File: src/rtl/ctl_pkg.sv
// ctl_pkg: shared types for the memory arbiter
//   arb_state_t : arbiter FSM state (IDLE, ACCESS, ACK)
//   port_t      : requester identity (PORT_F fetch, PORT_D load/store)
//   WORD_W      : data/address word width
package ctl_pkg;
    localparam int WORD_W = 32;
    typedef enum logic [1:0] {IDLE, ACCESS, ACK} arb_state_t;
    typedef enum logic {PORT_F, PORT_D} port_t;
endpackage

File: src/rtl/mem_arbiter.sv
// mem_arbiter: shares one single-port memory between fetch (F) and load/store (D) requesters
//   clk, reset_n                 : clock, async active-low reset
//   f_req/f_addr -> f_ack/f_rdata: fetch requester handshake
//   d_req/d_we/d_wstrb/d_addr/d_wdata -> d_ack/d_rdata: load/store requester handshake
//   mem_en/mem_we/mem_wstrb/mem_addr/mem_wdata, mem_rdata: memory side
//   busy                         : high whenever the arbiter is not idle
module mem_arbiter
    import ctl_pkg::*;
#(
    parameter int WAIT_CYCLES = 1,
    parameter bit DATA_PRIO   = 0
) (
    input  logic              clk,
    input  logic              reset_n,
    input  logic              f_req,
    input  logic [WORD_W-1:0] f_addr,
    output logic              f_ack,
    output logic [WORD_W-1:0] f_rdata,
    input  logic              d_req,
    input  logic              d_we,
    input  logic [3:0]        d_wstrb,
    input  logic [WORD_W-1:0] d_addr,
    input  logic [WORD_W-1:0] d_wdata,
    output logic              d_ack,
    output logic [WORD_W-1:0] d_rdata,
    output logic              mem_en,
    output logic              mem_we,
    output logic [3:0]        mem_wstrb,
    output logic [WORD_W-1:0] mem_addr,
    output logic [WORD_W-1:0] mem_wdata,
    input  logic [WORD_W-1:0] mem_rdata,
    output logic              busy
);
    arb_state_t state_q;
    logic [3:0] cnt_q;
    port_t      last_q;
    port_t      gnt_q;
    port_t      pick;

    // D wins when alone, when data priority is fixed, or when F was served last
    assign pick = (d_req && (!f_req || DATA_PRIO || last_q == PORT_F)) ? PORT_D : PORT_F;

    always_ff @(posedge clk or negedge reset_n) begin
        if (!reset_n) begin
            state_q   <= IDLE;
            cnt_q     <= '0;
            last_q    <= PORT_D;
            gnt_q     <= PORT_F;
            f_ack     <= 1'b0;
            d_ack     <= 1'b0;
            f_rdata   <= '0;
            d_rdata   <= '0;
            mem_en    <= 1'b0;
            mem_we    <= 1'b0;
            mem_wstrb <= '0;
            mem_addr  <= '0;
            mem_wdata <= '0;
            busy      <= 1'b0;
        end else begin
            case (state_q)
                IDLE: if (f_req || d_req) begin
                    state_q   <= ACCESS;
                    gnt_q     <= pick;
                    last_q    <= pick;
                    cnt_q     <= 4'(WAIT_CYCLES);
                    busy      <= 1'b1;
                    mem_en    <= 1'b1;
                    mem_we    <= pick == PORT_D && d_we;
                    mem_wstrb <= pick == PORT_D ? d_wstrb : 4'b0;
                    mem_addr  <= pick == PORT_D ? d_addr : f_addr;
                    mem_wdata <= pick == PORT_D ? d_wdata : '0;
                end
                ACCESS: if (cnt_q != 4'd0) begin
                    cnt_q <= cnt_q - 4'd1;
                end else begin
                    state_q   <= ACK;
                    mem_en    <= 1'b0;
                    mem_we    <= 1'b0;
                    mem_wstrb <= '0;
                    if (gnt_q == PORT_D) begin
                        d_rdata <= mem_rdata;
                        d_ack   <= 1'b1;
                    end else begin
                        f_rdata <= mem_rdata;
                        f_ack   <= 1'b1;
                    end
                end
                default: begin
                    state_q <= IDLE;
                    f_ack   <= 1'b0;
                    d_ack   <= 1'b0;
                    busy    <= 1'b0;
                end
            endcase
        end
    end
endmodule

File: config.mk
export PLATFORM = sky130hd
export DESIGN_NAME = mem_arbiter
export DESIGN_NICKNAME = d
export VERILOG_FILES = /design/src/rtl/ctl_pkg.sv /design/src/rtl/mem_arbiter.sv
export SDC_FILE = /design/constraint.sdc
export NUM_CORES = 1
export LEC_CHECK = 0
export CAP_MARGIN = 25
export CORE_UTILIZATION = 30
export DETAILED_ROUTE_END_ITERATION = 12
export PLACE_DENSITY = 0.61
export SYNTH_ARGS = -nofsm -noshare
export SYNTH_HDL_FRONTEND = slang
export SYNTH_SLANG_ARGS = --single-unit
export TNS_END_PERCENT = 20
File: constraint.sdc
create_clock -name clk -period 4.7 [get_ports clk]
set_input_delay 1.175 -clock clk [delete_from_list [all_inputs] [get_ports clk]]
set_output_delay 1.175 -clock clk [all_outputs]
set_load 0.02 [all_outputs]
==> results.rst <==
.. list-table::
   :header-rows: 1

   * - Metric
     - Value
   * - Count of cell instances traversed by the critical path
     - 5
   * - Kind of path behind the tightest hold check
     - flip-flop to flip-flop
   * - Number of global-route vias before repair
     - ~4600
   * - Clock buffers created by TritonCTS
     - 17
   * - Shortest period the worst path allows
     - 2.937 ns
   * - Register bit count reported by yosys
     - about 150
   * - Input/output buffers
     - between 200 and 300
   * - Slew at the pin closest to its max-slew limit
     - between 0.9 and 1 ns
   * - Post-synthesis compound-gate area fraction
     - slightly above 7%
   * - CP cell instances
     - clkdlybuf4s50_1 -> nor2_1 -> or2_2 -> buf_4 -> o21ai_0
   * - Simple-gate portion of the synthesized area
     - about 2.3%
   * - Synthesis-to-finish area growth
     - 62.40%
   * - Largest family of logic cells by synthesized area
     - multiplexers
   * - Library cell used as clock root buffer
     - clkbuf_16
   * - Unrepaired setup endpoints after global routing
     - false
   * - Post-route DRC violation count
     - 0
   * - Maxcap violations
     - 0
   * - Clock Skews
     - 0.01215 ns
   * - Data required time at the worst endpoint
     - about 5 ns
   * - Instance count along the most critical hold path
     - 1
   * - Chip height
     - 141.3 µm
   * - Std-Cell Rows
     - 50
   * - Multiplexer share of the synthesized area
     - approximately a quarter
   * - Count of hold buffers inserted by post-cts repair
     - 0
   * - Share of final-layout standard cells stronger than drive strength 1
     - 26.24%
   * - Total power per unit cell area
     - roughly 740 mW/mm²
   * - Fin crit share
     - 62.48%
   * - Worst slew margin relative to its limit
     - 39.88%
   * - Share of synthesized area occupied by flip-flops and latches
     - 62.36%
   * - Number of levels the H-tree was split into
     - 4
   * - Utilization after layout
     - 50.20%
   * - Post-cts resize count
     - 0
   * - Antenna-violating nets left
     - 0
   * - Sort of element at the start of the critical path
     - input pin
   * - Worst path max stage delay
     - 0.70 ns
   * - Clk Latency, worst-skew pair
     - about 0.42 ns
   * - Portion of synthesized cell area occupied by the leading cell type
     - 61.91%
   * - Max Clock Freq
     - around 0.34 GHz
   * - Antenna Cells
     - 0
   * - Post-Synthesis Net Count
     - ~500
   * - Number of max-slew violations in the final report
     - 0
   * - Total congestion overflow
     - 0
   * - Setup slack of the worst register-to-register path
     - ~2.2 ns
   * - Yosys top cell by area
     - dfrtp_1
   * - Antenna violations before repair
     - 0
   * - R2r worst-path depth
     - 5
   * - Setup TNS
     - 0 ns
   * - Num Clock Sinks
     - approximately 150
   * - Largest cells by area after synthesis
     - dfrtp_1 (62%), mux2_2 (24%), a22o_1 (4.8%), buf_2 (1.2%), buf_6 (0.97%)
   * - Routed wire per std cell
     - 16.65 µm
   * - Crit-path max FO
     - 36
   * - Post-detailed-route via-to-cell ratio
     - around 4.5
   * - Avg Synthesized Cell Area
     - around 16 µm²
   * - Clock transition at the registers of the reported paths
     - about 0.070 ns
   * - Endpoint of the worst register-to-register path
     - f_rdata[13]
   * - Result of the run
     - completed
   * - Buffer levels on the longest clock path
     - 2
   * - Area share of fa/ha/maj cells after synthesis
     - less than 1%
   * - Standby leakage power
     - about 4 nW
   * - Maximum number of pins on one net before global-route repair
     - 73
   * - Fraction of synthesized cell area in xor and xnor cells
     - less than 1%
   * - Cell family contributing the most delay on the critical path
     - simple AND/OR/NAND/NOR gates
   * - Number of buffers added for setup after CTS
     - 0
   * - First-pass GRT wire length
     - ~24000 µm
   * - Combined global-route utilization of all metal layers
     - between 10% and 20%
   * - Worst setup slack after layout
     - about 1.8 ns
   * - Pre-Repair DR Iteration Count
     - 4
   * - CTS tree
     - yes
   * - Worst reg2reg startpoint
     - cnt_q[0]
   * - Arrival time at the worst endpoint
     - approximately 3.2 ns
   * - Core area
     - roughly 0.019 mm²
   * - Worst setup path start
     - f_req
   * - Vias
     - 4162
   * - Post-synth design cell area
     - roughly 0.0058 mm²
   * - Synth cell types
     - 31
   * - Path type of the worst setup path
     - input pin to flip-flop
   * - Sequential cell area
     - 0.003630 mm²
   * - Worst setup EP type
     - flip-flop
   * - Total I/O pin count
     - about 270
   * - Total die area
     - roughly 0.02 mm²
   * - Filler cells
     - 1615
   * - Weighted congestion reported at the end of routability-driven placement
     - around 0.73
   * - Fin nets
     - just under 800
   * - Warnings from Yosys
     - 0
   * - Placed wire-length estimate after detailed placement
     - around 11000 µm
   * - Final Routed Wirelength
     - 15370 µm
   * - Number of cells in the design after placement
     - approximately 890
   * - Number of cells produced by synthesis
     - roughly 370
   * - Hold violation count in the final report
     - 0
   * - Max VDD drop
     - about 0.36 mV
   * - Slowest CP cell
     - or2_2
   * - Count of buffer and inverter cells on the critical path
     - 2
   * - Critical path capture point
     - busy
   * - Final setup violation count
     - 0
   * - Worst slack at placement
     - around 1.3 ns
   * - Initial core utilization
     - a little under a third
   * - Cell Count, Final, Fillers Out
     - approximately 920
   * - Violation count after the first detailed-route iteration
     - 102
   * - Footprint of the multi-input gates
     - just over 0.002 mm²
   * - Die outline width
     - between 100 and 150 µm
kinds of logic after synthesis:
group	count (synthesis)
AOI/OAI and AO/OA	50
xor gates and xnor gates	1
adders and majority gates	2
buffers and inverters	26
DFF	145
muxes	129
and+or+nand+nor	19
state kept, by name, indices dropped and copies added (netlist names), 2 cells and up:
name,cells
d_rdata,32
f_rdata,32
mem_addr,32
mem_wdata,32
cnt_q,4
mem_wstrb,4
state_q,2
how the worst min path moves through the flow:
| stage | startpoint | end | slack (ns) |
|---|---|---|---|
| floorplan | gnt_q | gnt_q | 0.47 |
| global placement | d_rdata[17] | d_rdata[17] | 0.47 |
| detailed placement | d_rdata[16] | d_rdata[16] | 0.48 |
| CTS | mem_addr[24] | mem_addr[24] | 0.50 |
| global route | mem_addr[14] | mem_addr[14] | 0.51 |
| finish | mem_addr[24] | mem_addr[24] | 0.49 |
layer usage:
layer | vias to the layer above | global-route usage, % | wire [µm] | part of all wire, %
met5 | - | 0 | 0 | 0
met4 | 0 | 4.920 | 218 | 1.4
met3 | 15 | 8.235 | 1879 | 12
met2 | 197 | 25.77 | 7174 | 47
met1 | 2030 | 18.26 | 6094 | 40
li1 | 1920 | - | - | -
Yosys cell counts (all sizes together):
library cell  number
a21boi             1
a21o               2
a22o              32
a31o               1
a31oi              2
a32o               5
buf               19
clkbuf             2
dfrtp            144
dfstp              1
ha                 2
inv                5
mux2             129
nand2              3
nand2b             1
nand3              1
nand3b             1
nor2               3
nor2b              1
nor3               4
nor3b              2
o21ai              5
o221ai             1
o22ai              1
or2                2
or3b               1
xnor2              1
where the power goes:
| group | switching (mW) | internal (mW) |
|---|---|---|
| registers | 0.347 | 1.88 |
| clock network | 0.568 | 0.871 |
| logic | 1.57 | 1.78 |
| total | 2.48 | 4.53 |
through the flow:
step / hold WS, ns / area (µm²) / total power, mW
after floorplan: 0.4732 / 5821 / 3.996
after global placement: 0.4684 / 8817 / 5.565
after detailed placement: 0.4837 / 8817 / 5.628
after CTS: 0.4989 / 9453 / 7.119
after global routing: 0.5146 / 9453 / 7.416
final: 0.4948 / 9453 / 7.019
worst register-to-register path, stage by stage, from the launching register on:
cell	delay, ns
dfrtp_1	0.38
inv_1	0.11
ha_1	0.18
nor3b_4	0.35
nand3_2	0.77
mux2_2	0.58
area by class of cell:
| type | instances | area share (%) |
|---|---|---|
| clock inverter | 14 | 2.078 |
| tap | 260 | 3.441 |
| multi-input combinational | 201 | 21.76 |
| timing repair buffer | 280 | 29.48 |
| inverter | 5 | 0.1985 |
| sequential | 145 | 38.40 |
| clock buffer | 18 | 4.646 |
cells in the final DEF (no fill, tap or decap), types with 2 or more instances in the layout:
cell	instances
a21o_1	2
clkbuf_16	17
nor3_1	3
nor2_1	3
inv_6	5
inv_8	2
a22o_1	32
dfrtp_1	144
inv_1	5
bufinv_16	3
clkinvlp_4	2
nor3b_4	2
nand2_1	3
ha_1	2
mux2_2	125
o21ai_0	5
a31oi_1	2
clkdlybuf4s50_1	272
mux2_1	4
a32o_1	5
buf_4	7
(Power assumes the default switching activity.)
==> RTL change (config.mk and constraints unchanged) <==
Change the parameter `DATA_PRIO` from 0 to 1.
--- a/src/rtl/mem_arbiter.sv
+++ b/src/rtl/mem_arbiter.sv
@@ -8,7 +8,7 @@
     import ctl_pkg::*;
 #(
     parameter int WAIT_CYCLES = 1,
-    parameter bit DATA_PRIO   = 0
+    parameter bit DATA_PRIO   = 1
 ) (
     input  logic              clk,
     input  logic              reset_n,
Behaviour: not the same (Yosys sat finds a counterexample within 4 cycles, from zero or initial values and one cycle with reset_n low).
==> RTL change against the unedited design <==
  * Sequential share of layout area is 0.47 points higher
  * First-iteration DRC count is 46% higher
  * Maximum frequency is 12% higher
  * Design area is 1.9% lower
  * Sequential cell count is 1 lower
  * Synthesized area is 1.9% lower
  * Setup slack better by 0.31 ns
  * Total power is 4.7% lower
  * Routed wire length is 0.92% higher
  * Critical path type unchanged
==> RTL change: results (changes against the unedited design) <==
* Status: finished clean
* Dpl cells at 895 (+0.45%)
* Flop pwr share at 32.3% (+0.5 points)
* Synth cell types at 32 (+3.2%)
* Grt met2 use at 26.4% (+0.63 points)
* M1 GR Usage at 19.9% (+1.6 points)
* Synth cell count leaders: dfrtp_1, o21ai_0, mux2_2
* Combinational Power at 3.12 mW (-6.9%)
* Register area share after synthesis at 63.1% (+0.76 points)
* Top cells by area, synth: dfrtp_1, mux2_2, o21ai_0
* Slew @ Worst Pin at 0.924 ns (+0.0229 ns)
* FILL cells at 1612 (-0.19%)
* Placer Congestion at 0.767 (+5.2%)
* Global-route wire length before repair at 24600 um (+0.94%)
* Syn Nets at 548 (+7.2%)
* Placed cell areas at 8650 um2 (-1.9%)
* Critical path's top delay family: buffers and inverters
* Fin nets at 819 (+3.8%)
* Synth Area in Compound Gates at 12.6% (+5.4 points)
* Ys async rst share at 100% (unchanged)
* Clock Skew at 0.00780 ns (-0.00435 ns)
* Mux share of post-synthesis cell area at 18.4% (-6.5 points)
* Gr usage total at 16.3% (+0.37 points)
* Min-delay src: f_rdata[2]
* Crit-path slowest cell: clkdlybuf4s50_1
* DP HPWL at 11000 um (-0.44%)
* Crit path to: cnt_q[3]
* Adder-Cell Fraction of Synth Area at 0.438% (+0.0084 points)
* Max Fanout on Critical Path at 35 (-2.8%)
* WL met3 at 1150 um (-39%)
* Routed wl met2 at 7580 um (+5.6%)
* Max incr delay on CP at 0.47 ns (-0.23 ns)
* First DRT Iteration DRCs at 149 (+46%)
* Hold slack final at 0.487 ns (-0.00806 ns)
* Worst Hold Path EP: f_rdata[2]
* Area share of the largest cell type after synthesis at 63.1% (+1.2 points)
* Period utilization at 55.8% (-6.7 points)
* Final Non-Filler Cells at 926 (+0.33%)
* Post-route cell area at 9270 um2 (-1.9%)
* Met3 global-route usage at 5.23% (-3.0 points)
* Peak VDD IR at 248 uV (-31%)
* Via-to-Cell Ratio at 4.71 (+4.4%)
* DP Worst Slack at 1.65 ns (+0.348 ns)
* Wire per inst at 16.7 um (+0.60%)
* CP arrival at 2.91 ns (-0.31 ns)
* Leak at 3.95 nW (+0.17%)
RTL change: cell count changes in the layout (fill, tap and decap cells not counted), sizes merged, moves of 2 or more:
cell / unedited run / this run
a311o: 0 / 2
clkinv: 2 / 5
a31oi: 2 / 0
nor3: 4 / 1
mux2i: 0 / 32
buf: 8 / 11
inv: 12 / 7
o21ai: 5 / 68
mux2: 129 / 65
clkbuf: 18 / 21
RTL change: cell type report:
cell class / instances / share of cell area [%]
Sequential cell: 144 / 38.9
Timing Repair Buffer: 282 / 30.2
Multi-Input combinational cell: 228 / 20.8
Clock buffer: 21 / 4.97
Tap cell: 234 / 3.16
Clock inverter: 10 / 1.73
Inverter: 7 / 0.283
RTL change: logic make-up (layout without fill, tap and decap cells):
| logic type | count (synthesis) | in the layout |
|---|---|---|
| flip-flops | 144 | 144 |
| AND/OR/NAND/NOR | 18 | 18 |
| adder cells (fa/ha/maj) | 2 | 2 |
| AO/OA/AOI/OAI | 111 | 111 |
| multiplexers | 97 | 97 |
| buffers and inverters | 37 | 320 |
